### src/rtl/armleocpu_clint_pkg.sv
// Shared constants, AXI response codes and FSM encoding for the CLINT mtimecmp reload master.
// Optional periodic re-arm is enabled with ARMLEOCPU_CLINT_RELOAD_PERIODIC_EN.
package armleocpu_clint_pkg;

    localparam logic [31:0] MTIMECMP_OFFSET = 32'h0000_4000;
    localparam logic [31:0] MTIME_OFFSET    = 32'h0000_BFF8;

    typedef enum logic [1:0] {
        RESP_OKAY   = 2'b00,
        RESP_EXOKAY = 2'b01,
        RESP_SLVERR = 2'b10,
        RESP_DECERR = 2'b11
    } axi_resp_t;

    typedef enum logic [3:0] {
        IDLE,
        RD_HI1,
        RD_LO,
        RD_HI2,
        CALC,
        WR_HI_ONES,
        WR_LO,
        WR_HI,
        DONE
    } reload_state_t;

    function automatic logic resp_is_err(input logic [1:0] resp);
        return resp != RESP_OKAY;
    endfunction

endpackage

### src/rtl/armleocpu_axi_lite_single_beat.sv
// One AXI4-Lite read or write beat: VALID/READY sequencing and response capture.
// Optional periodic re-arm (ARMLEOCPU_CLINT_RELOAD_PERIODIC_EN) does not affect this block.
module armleocpu_axi_lite_single_beat (
    input  logic        clk,
    input  logic        rst_n,
    input  logic        start,
    input  logic        write,
    input  logic [31:0] addr,
    input  logic [31:0] wdata,
    output logic        done,
    output logic [1:0]  resp,
    output logic [31:0] rdata,
    output logic [31:0] AXI_AWADDR,
    output logic        AXI_AWVALID,
    input  logic        AXI_AWREADY,
    output logic [31:0] AXI_WDATA,
    output logic [3:0]  AXI_WSTRB,
    output logic        AXI_WVALID,
    input  logic        AXI_WREADY,
    input  logic [1:0]  AXI_BRESP,
    input  logic        AXI_BVALID,
    output logic        AXI_BREADY,
    output logic [31:0] AXI_ARADDR,
    output logic        AXI_ARVALID,
    input  logic        AXI_ARREADY,
    input  logic [31:0] AXI_RDATA,
    input  logic [1:0]  AXI_RRESP,
    input  logic        AXI_RVALID,
    output logic        AXI_RREADY
);

    logic [31:0] addr_q;
    logic [31:0] wdata_q;
    logic        aw_pend;
    logic        w_pend;
    logic        wr_act;
    logic        ar_pend;
    logic        rd_act;

    always_ff @(posedge clk or negedge rst_n) begin
        if (!rst_n) begin
            addr_q  <= 32'h0;
            wdata_q <= 32'h0;
            aw_pend <= 1'b0;
            w_pend  <= 1'b0;
            wr_act  <= 1'b0;
            ar_pend <= 1'b0;
            rd_act  <= 1'b0;
        end else begin
            if (start) begin
                addr_q <= addr;
                if (write) begin
                    wdata_q <= wdata;
                    aw_pend <= 1'b1;
                    w_pend  <= 1'b1;
                    wr_act  <= 1'b1;
                end else begin
                    ar_pend <= 1'b1;
                    rd_act  <= 1'b1;
                end
            end
            if (aw_pend && AXI_AWREADY) aw_pend <= 1'b0;
            if (w_pend && AXI_WREADY) w_pend <= 1'b0;
            if (ar_pend && AXI_ARREADY) ar_pend <= 1'b0;
            if (AXI_BVALID && AXI_BREADY) wr_act <= 1'b0;
            if (AXI_RVALID && AXI_RREADY) rd_act <= 1'b0;
        end
    end

    assign AXI_AWADDR  = addr_q;
    assign AXI_AWVALID = aw_pend;
    assign AXI_WDATA   = wdata_q;
    assign AXI_WSTRB   = 4'hF;
    assign AXI_WVALID  = w_pend;
    // Response is only accepted once both address and data have been taken.
    assign AXI_BREADY  = wr_act && !aw_pend && !w_pend;
    assign AXI_ARADDR  = addr_q;
    assign AXI_ARVALID = ar_pend;
    assign AXI_RREADY  = rd_act && !ar_pend;

    assign done  = (AXI_BVALID && AXI_BREADY) || (AXI_RVALID && AXI_RREADY);
    assign resp  = rd_act ? AXI_RRESP : AXI_BRESP;
    assign rdata = AXI_RDATA;

endmodule

### src/rtl/armleocpu_clint_reload.sv
// Re-arms one hart's mtimecmp: rollover-safe mtime read, add delta, glitch-free hi/lo/hi write.
// Optional periodic mode (skip mtime read, use last target) via ARMLEOCPU_CLINT_RELOAD_PERIODIC_EN.
module armleocpu_clint_reload
    import armleocpu_clint_pkg::*;
#(
    parameter logic [31:0] CLINT_BASE       = 32'h0,
    parameter int          HART_COUNT       = 7,
    parameter int          HART_COUNT_WIDTH = 3
) (
    input  logic                        clk,
    input  logic                        rst_n,
    input  logic                        cmd_valid,
    output logic                        cmd_ready,
    input  logic [HART_COUNT_WIDTH-1:0] cmd_hart,
    input  logic [31:0]                 cmd_delta,
`ifdef ARMLEOCPU_CLINT_RELOAD_PERIODIC_EN
    input  logic                        cmd_periodic,
`endif
    output logic                        done,
    output logic                        error,
    output logic [31:0]                 AXI_AWADDR,
    output logic                        AXI_AWVALID,
    input  logic                        AXI_AWREADY,
    output logic [31:0]                 AXI_WDATA,
    output logic [3:0]                  AXI_WSTRB,
    output logic                        AXI_WVALID,
    input  logic                        AXI_WREADY,
    input  logic [1:0]                  AXI_BRESP,
    input  logic                        AXI_BVALID,
    output logic                        AXI_BREADY,
    output logic [31:0]                 AXI_ARADDR,
    output logic                        AXI_ARVALID,
    input  logic                        AXI_ARREADY,
    input  logic [31:0]                 AXI_RDATA,
    input  logic [1:0]                  AXI_RRESP,
    input  logic                        AXI_RVALID,
    output logic                        AXI_RREADY
);

    localparam logic [31:0] MTIME_LO = CLINT_BASE + MTIME_OFFSET;
    localparam logic [31:0] MTIME_HI = MTIME_LO + 32'd4;

    reload_state_t               state_q, state_d;
    logic [HART_COUNT_WIDTH-1:0] hart_q;
    logic [31:0]                 delta_q;
    logic [31:0]                 hi_q;
    logic [31:0]                 lo_q;
    logic [63:0]                 target_q;
    logic                        err_q;
    logic                        issued_q;

    logic        bus_state;
    logic        beat_start;
    logic        beat_write;
    logic [31:0] beat_addr;
    logic [31:0] beat_wdata;
    logic        beat_done;
    logic [1:0]  beat_resp;
    logic [31:0] beat_rdata;
    logic        beat_err;
    logic        hart_bad;
    logic [31:0] cmp_lo;
    logic [31:0] cmp_hi;

`ifdef ARMLEOCPU_CLINT_RELOAD_PERIODIC_EN
    logic [63:0] last_target [HART_COUNT];
`endif

    assign hart_bad   = int'(cmd_hart) >= HART_COUNT;
    assign beat_err   = resp_is_err(beat_resp);
    assign cmp_lo     = CLINT_BASE + MTIMECMP_OFFSET + 32'({hart_q, 3'b000});
    assign cmp_hi     = cmp_lo + 32'd4;
    assign beat_start = bus_state && !issued_q;
    assign cmd_ready  = state_q == IDLE;
    assign done       = state_q == DONE;
    assign error      = (state_q == DONE) && err_q;

    always_ff @(posedge clk or negedge rst_n) begin
        if (!rst_n) state_q <= IDLE;
        else        state_q <= state_d;
    end

    always_comb begin
        state_d    = state_q;
        bus_state  = 1'b1;
        beat_write = 1'b0;
        beat_addr  = 32'h0;
        beat_wdata = 32'h0;
        unique case (state_q)
            IDLE: begin
                bus_state = 1'b0;
                if (cmd_valid) begin
                    if (hart_bad) state_d = DONE;
`ifdef ARMLEOCPU_CLINT_RELOAD_PERIODIC_EN
                    else if (cmd_periodic) state_d = CALC;
`endif
                    else state_d = RD_HI1;
                end
            end
            RD_HI1: begin
                beat_addr = MTIME_HI;
                if (beat_done) state_d = beat_err ? DONE : RD_LO;
            end
            RD_LO: begin
                beat_addr = MTIME_LO;
                if (beat_done) state_d = beat_err ? DONE : RD_HI2;
            end
            RD_HI2: begin
                beat_addr = MTIME_HI;
                if (beat_done) begin
                    if (beat_err)               state_d = DONE;
                    else if (beat_rdata != hi_q) state_d = RD_LO;
                    else                        state_d = CALC;
                end
            end
            CALC: begin
                bus_state = 1'b0;
                state_d   = WR_HI_ONES;
            end
            WR_HI_ONES: begin
                beat_write = 1'b1;
                beat_addr  = cmp_hi;
                beat_wdata = 32'hFFFF_FFFF;
                if (beat_done) state_d = beat_err ? DONE : WR_LO;
            end
            WR_LO: begin
                beat_write = 1'b1;
                beat_addr  = cmp_lo;
                beat_wdata = target_q[31:0];
                if (beat_done) state_d = beat_err ? DONE : WR_HI;
            end
            WR_HI: begin
                beat_write = 1'b1;
                beat_addr  = cmp_hi;
                beat_wdata = target_q[63:32];
                if (beat_done) state_d = DONE;
            end
            DONE: begin
                bus_state = 1'b0;
                state_d   = IDLE;
            end
            default: begin
                bus_state = 1'b0;
                state_d   = IDLE;
            end
        endcase
    end

    always_ff @(posedge clk or negedge rst_n) begin
        if (!rst_n) begin
            hart_q   <= '0;
            delta_q  <= 32'h0;
            hi_q     <= 32'h0;
            lo_q     <= 32'h0;
            target_q <= 64'h0;
            err_q    <= 1'b0;
            issued_q <= 1'b0;
        end else begin
            if (beat_start) issued_q <= 1'b1;
            if (beat_done) begin
                issued_q <= 1'b0;
                if (beat_err) err_q <= 1'b1;
            end
            unique case (state_q)
                IDLE: if (cmd_valid) begin
                    hart_q  <= cmd_hart;
                    delta_q <= cmd_delta;
                    err_q   <= hart_bad;
`ifdef ARMLEOCPU_CLINT_RELOAD_PERIODIC_EN
                    if (!hart_bad && cmd_periodic) {hi_q, lo_q} <= last_target[cmd_hart];
`endif
                end
                RD_HI1, RD_HI2: if (beat_done) hi_q <= beat_rdata;
                RD_LO: if (beat_done) lo_q <= beat_rdata;
                CALC: target_q <= {hi_q, lo_q} + {32'h0, delta_q};
                default: ;
            endcase
        end
    end

`ifdef ARMLEOCPU_CLINT_RELOAD_PERIODIC_EN
    always_ff @(posedge clk or negedge rst_n) begin
        if (!rst_n) begin
            for (int i = 0; i < HART_COUNT; i++) last_target[i] <= 64'h0;
        end else if (state_q == WR_HI && beat_done && !beat_err) begin
            last_target[hart_q] <= target_q;
        end
    end
`endif

    armleocpu_axi_lite_single_beat u_beat (
        .clk         (clk),
        .rst_n       (rst_n),
        .start       (beat_start),
        .write       (beat_write),
        .addr        (beat_addr),
        .wdata       (beat_wdata),
        .done        (beat_done),
        .resp        (beat_resp),
        .rdata       (beat_rdata),
        .AXI_AWADDR  (AXI_AWADDR),
        .AXI_AWVALID (AXI_AWVALID),
        .AXI_AWREADY (AXI_AWREADY),
        .AXI_WDATA   (AXI_WDATA),
        .AXI_WSTRB   (AXI_WSTRB),
        .AXI_WVALID  (AXI_WVALID),
        .AXI_WREADY  (AXI_WREADY),
        .AXI_BRESP   (AXI_BRESP),
        .AXI_BVALID  (AXI_BVALID),
        .AXI_BREADY  (AXI_BREADY),
        .AXI_ARADDR  (AXI_ARADDR),
        .AXI_ARVALID (AXI_ARVALID),
        .AXI_ARREADY (AXI_ARREADY),
        .AXI_RDATA   (AXI_RDATA),
        .AXI_RRESP   (AXI_RRESP),
        .AXI_RVALID  (AXI_RVALID),
        .AXI_RREADY  (AXI_RREADY)
    );

endmodule

### config.mk
export PLATFORM = sky130hd
export DESIGN_NAME = armleocpu_clint_reload
export DESIGN_NICKNAME = d
export VERILOG_FILES = /design/src/rtl/armleocpu_clint_pkg.sv /design/src/rtl/armleocpu_axi_lite_single_beat.sv /design/src/rtl/armleocpu_clint_reload.sv
export SDC_FILE = /design/constraint.sdc
export NUM_CORES = 1
export LEC_CHECK = 0
export BUFFER_PORTS_ARGS = -buffer_cell sky130_fd_sc_hd__buf_2
export CAP_MARGIN = 20
export CORE_AREA = 2 2 282 145
export CTS_CLUSTER_DIAMETER = 80
export CTS_CLUSTER_SIZE = 8
export DETAILED_ROUTE_END_ITERATION = 16
export DIE_AREA = 0 0 284 147
export MAX_ROUTING_LAYER = met4
export SETUP_SLACK_MARGIN = 0.2
export SYNTH_ARGS = -nofsm -noshare
export SYNTH_HDL_FRONTEND = slang
export SYNTH_SLANG_ARGS = --single-unit
### constraint.sdc
create_clock -name clk -period 2.6 [get_ports clk]
set_clock_uncertainty 0.15 [all_clocks]
set_input_delay 0.26 -clock clk [delete_from_list [all_inputs] [get_ports clk]]
set_output_delay 0.26 -clock clk [all_outputs]
set_load 0.05 [all_outputs]
==> impl_metrics.py, run 1 <==
metrics = {
    "setup_path": {
        "arrival_ns": 3.35,
        "end_kind": "register",
        "crit_required_ns": 2.90,
        "reg2reg_from": "delta_q[1]",
        "cp_max_fo": 3,
        "timing.critical_path.buf_inv": 2,
        "reg2reg_to": "target_q[51]",
        "slowest_stage": "dfrtp_1",
        "rrSetupSlack_ns": -0.46,
        "path_delay_family": "compound AO/OA/AOI/OAI gates",
        "crit_type": "register to register",
        "startpoint_type": "register",
        "max_stage_delay_ns": 0.39,
        "worstPathCellList": "ha_1, a211o_1, a211oi_4, buf_4, or3_4, a211oi_4, buf_6, o2111ai_4, nand2_2, or3_4, o211a_1",
        "worstRegToRegCells": 11,
    },
    "power_and_ir_drop": {
        "leakagePower_uw": 0.007534,
        "p_per_area_nw_per_um2": 1427,
        "irDropWorstVdd_uv": 743.8,
    },
    "routing": {
        "dr.first_iter.drc_count": 755,
        "routed_wl_microns": 39960,
        "wl_per_cell_microns": 19.38,
        "ant_nets": 0,
        "detail_route.vias_per_cell": 4.835,
        "dr.pass1.iters": 5,
        "drc": 0,
        "vias": 9969,
    },
    "synthesis": {
        "ys_types": 72,
        "synthesis.instances": 1151,
        "ys_seq_area_frac": 0.4571,
        "synth_edf_count": 0,
        "yosys_warnings": 0,
        "synthFlopType": "dfrtp_1",
        "synthArstFlopShare": 1.000,
        "avgSynthCellArea_sq_um": 10.08,
        "synth_mux_area_frac": 0.09962,
        "synth_top_family_by_area": "compound AO/OA/AOI/OAI gates",
        "synth_fa_ha_area_frac": 0.03709,
        "synth-seq-cells": 212,
        "synth_xor_area_frac": 0.06566,
        "synth_compound_area_frac": 0.1531,
        "synthesis.area_sq_um": 11600,
        "synthSimpleGateAreaFrac": 0.1224,
    },
    "cells_and_area": {
        "seq_area_sq_um": 5308,
        "area_growth_syn_to_layout_pct": 41.83,
        "instances_no_fill": 2062,
        "fillers": 3917,
        "multi_input_area_sq_um": 6501,
        "finalNetCount": 1633,
        "drive_above_1_share": 0.4008,
        "final_cell_mix": "dfrtp_1, buf_4, buf_2",
        "n_antenna_cell": 0,
        "final_common_cell": "dfrtp_1",
        "final_area_sq_um": 16460,
    },
    "timing": {
        "tightest_slew_ns": 0.6955,
        "hold-worst-slack_ns": 0.07907,
        "maxSlewHeadroom": 0.5353,
        "setup_viol": 53,
        "hold_viol_final": 0,
        "rsz0062_at_grt": "true",
        "timing.fmax_ghz": 0.3273,
        "slew_violations": 0,
        "setup_slack_ns": -0.4555,
        "period_share": 1.175,
        "fin_crit_ns": 3.056,
    },
    "clocking": {
        "clk_pin_slew_ns": 0.05,
        "htreeDepth": 1,
        "cts_tree": "yes",
        "cts.sinks": 212,
        "cts-root-buf": "clkbuf_16",
        "cts_max_path_buffers": 3,
        "numCtsBuffers": 30,
        "clock_latency_ns": 0.56,
    },
    "outcome": {
        "outcome": "finished, violations left",
        "violations": "negative setup slack",
    },
    "floorplan": {
        "ios": 187,
        "die_height_microns": 147,
        "dieWidth_microns": 284,
        "rows": 52,
        "core-area_sq_um": 39560,
        "die_area_sq_um": 41750,
        "start_util": 0.2934,
    },
    "placement": {
        "dpl.hpwl_microns": 30100,
        "place_congestion": 0.9503,
        "io_buffer_count": 146,
        "place_inst": 1928,
        "post_dp_cell_area_sq_um": 14060,
    },
    "global_route": {
        "grt_pass1_vias": 9703,
        "grt_max_degree": 68,
        "antenna_found_initial": 0,
        "grt_pass1_wl_microns": 59900,
        "grt.total_usage": 0.1942,
        "gr-total-overflow": 0,
    },
    "job": {
        "cap_violations": 0,
    },
    "hold_path": {
        "hp-class": "input pin to async pin",
    },
}
cell type report:
type	instances	share of cell area
inverter	9	0.002128
clock inverter	1	0.001824
multi-input combinational	847	0.3950
clock buffer	32	0.04736
tap	540	0.04105
timing repair buffer	421	0.1902
sequential	212	0.3225
report_power, final:
part	switching (uW)	internal [uW]	leakage (uW)
Clock	1440	2170	0.000397
Sequential	1070	4650	0.00270
Combinational	8180	5970	0.00443
Total	10700	12800	0.00753
worst register-to-register path, cell delays in order (launching register included):
cell       delay (ns)
dfrtp_1          0.39
ha_1             0.30
a211o_1          0.36
a211oi_4         0.28
buf_4            0.17
or3_4            0.13
a211oi_4         0.06
buf_6            0.13
o2111ai_4        0.24
nand2_2          0.15
or3_4            0.37
o211a_1          0.22
sequential cells by signal, indices dropped and copies added (netlist names):
signal	flops
hi_q	32
u_beat.AXI_ARVALID	1
u_beat.rd_act	1
u_beat.wr_act	1
issued_q	1
err_q	1
delta_q	32
target_q	64
lo_q	32
hart_q	3
u_beat.AXI_ARADDR	6
u_beat.AXI_WDATA	32
u_beat.AXI_WVALID	1
u_beat.AXI_AWVALID	1
state_q	4
stage by stage:
step	setup TNS, ns	util	total power [uW]	setup WS (ns)
final	-16.01	0.4161	23480	-0.4555
after global routing	-21.40	0.4161	24740	-0.5481
after CTS	-11.78	0.4039	22520	-0.3752
after detailed placement	-13.82	0.3555	18110	-0.4197
after global placement	-11.11	0.3555	17930	-0.3504
after floorplan	-0.2407	-	12840	-0.02094
synthesized netlist by cell type, drive strengths merged (5+ instances only):
master     n  area share
a21oi     75       0.033
ha        32       0.035
o2111ai   12      0.0091
xor2      40       0.030
a21o      21       0.014
and3      16      0.0086
and4       6      0.0049
dfrtp    212        0.46
inv        8      0.0026
a22oi     32       0.021
o21ai     76       0.033
clkbuf    48       0.016
xnor2     47       0.035
nor4       9      0.0054
nand2    131       0.043
nand2b     5      0.0027
nor2      76       0.025
o211ai     5      0.0044
o31ai      7      0.0045
nand3     11      0.0047
buf       72       0.045
a31oi     12      0.0065
nor3      12      0.0052
nand4     20       0.011
mux2     100       0.097
how the worst max path moves through the flow:
stage                           from           end  slack (ns)  cells past startpoint
after floorplan           delta_q[1]  target_q[61]       -0.02                      9
after global placement    delta_q[1]  target_q[43]       -0.35                     10
after detailed placement  delta_q[1]  target_q[51]       -0.42                     10
after CTS                    lo_q[0]  target_q[51]       -0.38                     12
after global routing      delta_q[0]  target_q[54]       -0.55                     12
final                     delta_q[1]  target_q[51]       -0.46                     11
metal layers:
metal,global-route usage,share of wire,vias up
met2,0.2308,0.37,326
met1,0.3116,0.52,4881
li1,-,-,4733
met3,0.06444,0.10,29
met4,0.02105,0.0091,0
met5,-,0,-
cell families (layout without fill, tap and decap cells):
group,after synthesis,in the layout
DFF,212,212
muxes,103,103
other,2,40
buffers and inverters,130,463
and+or+nand+nor,307,307
AOI/OAI and AO/OA,276,276
adders and majority gates,34,34
xor gates and xnor gates,87,87
timing repair:
action,in CTS,in global routing
pin swaps,35,55
gates resized for setup,82,89
setup buffers,16,12
endpoints found under the hold margin,318,0
endpoints found under the setup margin,58,58
hold buffers,73,0
No activity file was read; power rests on OpenSTA's default activity.
==> run 2, diff against run 1 <==
--- a/config.mk
+++ b/config.mk
@@ -7,13 +7,14 @@
 export LEC_CHECK = 0
 export BUFFER_PORTS_ARGS = -buffer_cell sky130_fd_sc_hd__buf_2
 export CAP_MARGIN = 20
-export CORE_AREA = 2 2 282 145
+export CORE_AREA = 2 2 174 176
 export CTS_CLUSTER_DIAMETER = 80
 export CTS_CLUSTER_SIZE = 8
 export DETAILED_ROUTE_END_ITERATION = 16
-export DIE_AREA = 0 0 284 147
+export DIE_AREA = 0 0 176 178
 export MAX_ROUTING_LAYER = met4
 export SETUP_SLACK_MARGIN = 0.2
+export SLEW_MARGIN = 20
 export SYNTH_ARGS = -nofsm -noshare
 export SYNTH_HDL_FRONTEND = slang
 export SYNTH_SLANG_ARGS = --single-unit
==> run 2 against run 1 <==
  * The run still ends with negative setup slack left
  * Wire length is 15% lower
  * Non-clock buffer count fell by 38
  * Cell area fell by 2.6%
  * Register-to-register slack improved by 0.13 ns
  * Setup slack better by 0.13 ns
  * Sequential share of layout area up 0.87 points
  * Cell count shrank 9.1%
  * Combinational power shrank 11%
  * Sequential power up 1%
  * Flip-flop and latch count unchanged
  * Critical path type unchanged
  * Largest power group unchanged
  * Highest routed layer unchanged
==> impl_metrics.py, run 2 (synthesis gave the netlist of run 1 again) <==
metrics = {
    "power_and_ir_drop": {
        "p_per_area_nw_per_um2": 1357,
        "leakagePower_uw": 0.007382,
        "irDropWorstVdd_uv": 578.6,
    },
    "timing": {
        "period_share": 1.125,
        "setup_slack_ns": -0.3260,
        "setup_tns_ns": -9.780,
        "fin_crit_ns": 2.926,
        "tightest_slew_ns": 0.6190,
        "timing.fmax_ghz": 0.3418,
        "hold_viol_final": 0,
        "setup_viol": 48,
        "hold-worst-slack_ns": 0.1150,
        "slew_violations": 0,
        "rsz0062_at_grt": "true",
        "maxSlewHeadroom": 0.5873,
    },
    "job": {
        "cap_violations": 0,
    },
    "setup_path": {
        "crit_type": "register to register",
        "end_kind": "register",
        "slowest_stage": "dfrtp_1",
        "startpoint_type": "register",
        "cp_max_fo": 5,
        "worstPathCellList": "ha_4, o211a_1, a211oi_2, buf_4, or3_4, a211oi_4, o211ai_4, a2111oi_4, xnor2_1, o21ai_1",
        "max_stage_delay_ns": 0.40,
        "crit_required_ns": 2.87,
        "arrival_ns": 3.20,
    },
    "floorplan": {
        "start_util": 0.3947,
        "core-area_sq_um": 29400,
        "die_area_sq_um": 31330,
        "dieWidth_microns": 176,
        "ios": 187,
        "die_height_microns": 178,
        "rows": 63,
    },
    "global_route": {
        "grt.total_usage": 0.2239,
        "antenna_found_initial": 0,
        "grt_pass1_wl_microns": 53170,
        "grt_max_degree": 81,
        "gr-total-overflow": 0,
        "grt_pass1_vias": 9486,
    },
    "clocking": {
        "clk_pin_slew_ns": 0.05,
        "cts_tree": "yes",
        "cts_max_path_buffers": 3,
        "cts.sinks": 212,
        "cts-root-buf": "clkbuf_16",
        "clock_latency_ns": 0.55,
        "numCtsBuffers": 30,
        "htreeDepth": 1,
    },
    "placement": {
        "dpl.hpwl_microns": 25220,
        "io_buffer_count": 146,
        "post_dp_cell_area_sq_um": 13690,
        "place_congestion": 0.9302,
        "place_inst": 1748,
    },
    "routing": {
        "vias": 9569,
        "routed_wl_microns": 33980,
        "highest_layer": "met4",
        "dr.pass1.iters": 5,
        "wl_per_cell_microns": 18.13,
        "detail_route.vias_per_cell": 5.106,
        "met1_length_microns": 16160,
        "drc": 0,
        "dr_wl_met3_microns": 1776,
        "ant_nets": 0,
        "met2_length_microns": 15370,
        "dr.first_iter.drc_count": 606,
    },
    "cells_and_area": {
        "largest_register_ffs": 64,
        "instances_no_fill": 1874,
        "finalNetCount": 1595,
        "fillers": 2620,
        "final_cell_mix": "dfrtp_1, buf_2, buf_4",
        "n_antenna_cell": 0,
        "top_register": "target_q",
        "final_core_util": 0.5454,
        "drive_above_1_share": 0.3841,
        "multi_input_area_sq_um": 6550,
        "final_area_sq_um": 16040,
        "final_common_cell": "dfrtp_1",
        "seq_area_sq_um": 5310,
        "area_growth_syn_to_layout_pct": 38.19,
    },
    "outcome": {
        "outcome": "finished, violations left",
        "violations": "negative setup slack",
    },
    "hold_path": {
        "hp-class": "input pin to register",
    },
}
==> run 2: changes by cell type in the layout (fill, tap and decap cells not counted), sizes merged <==
cell / delta
buf: -38
==> run 2: power by group <==
part	internal [uW]	total (uW)	switching, uW
Sequential	4660	5790	1130
Combinational	5290	12500	7180
Clock	2160	3500	1340
Total	12100	21800	9650
==> run 2: area by class of cell <==
class                   count  area share
repair buffers            383      0.1773
inverters                   9    0.002185
flip-flops and latches    212      0.3311
well taps                 390     0.03043
multi-input cells         847      0.4084
clock inverters             1    0.001873
clock buffers              32     0.04861
==> run 2: stage by stage <==
| stage | setup slack, ns | total power [uW] |
|---|---|---|
| after global routing | -0.4168 | 23030 |
| after detailed placement | -0.4056 | 16890 |
| after global placement | -0.4052 | 16760 |
| after CTS | -0.3220 | 21150 |
| final | -0.3260 | 21770 |
| after floorplan | -0.02094 | 12840 |
==> run 2: worst paths after layout <==
| path | start | cells after the start | slack (ns) | end |
|---|---|---|---|---|
| setup / recovery | delta_q[4] | 10 | -0.33 | target_q[63] |
| hold / removal | cmd_valid | 6 | 0.12 | state_q[0] |
| setup reg to reg | delta_q[4] | 10 | -0.33 | target_q[63] |
| hold reg to reg | target_q[22] | 2 | 0.33 | target_q[22] |
| max in group asynchronous | rst_n | 3 | 1.38 | u_beat.AXI_AWVALID |
| min in group asynchronous | rst_n | 2 | 0.16 | delta_q[5] |
==> run 2: critical path: cells and delay by family (launching register included) <==
kind / cells / cell delay (ns)
AOI/OAI and AO/OA: 6 / 1.26
xor gates and xnor gates: 1 / 0.16
adders and majority gates: 1 / 0.30
buffers and inverters: 1 / 0.15
DFF: 1 / 0.40
and+or+nand+nor: 1 / 0.38
==> run 2: repair_timing <==
item / CTS / global route
endpoints found under the setup margin: 59 / 57
buffers inserted: 8 / 12
pin swaps: 40 / 49
hold buffers: 73 / 0
endpoints found under the hold margin: 175 / 0
gates resized for setup: 86 / 61
==> run 2: routing by layer <==
layer	up-vias	global-route usage
li1	4660	-
met1	4593	0.3176
met2	273	0.3479
met3	43	0.02302
met4	0	0.05234
met5	-	-
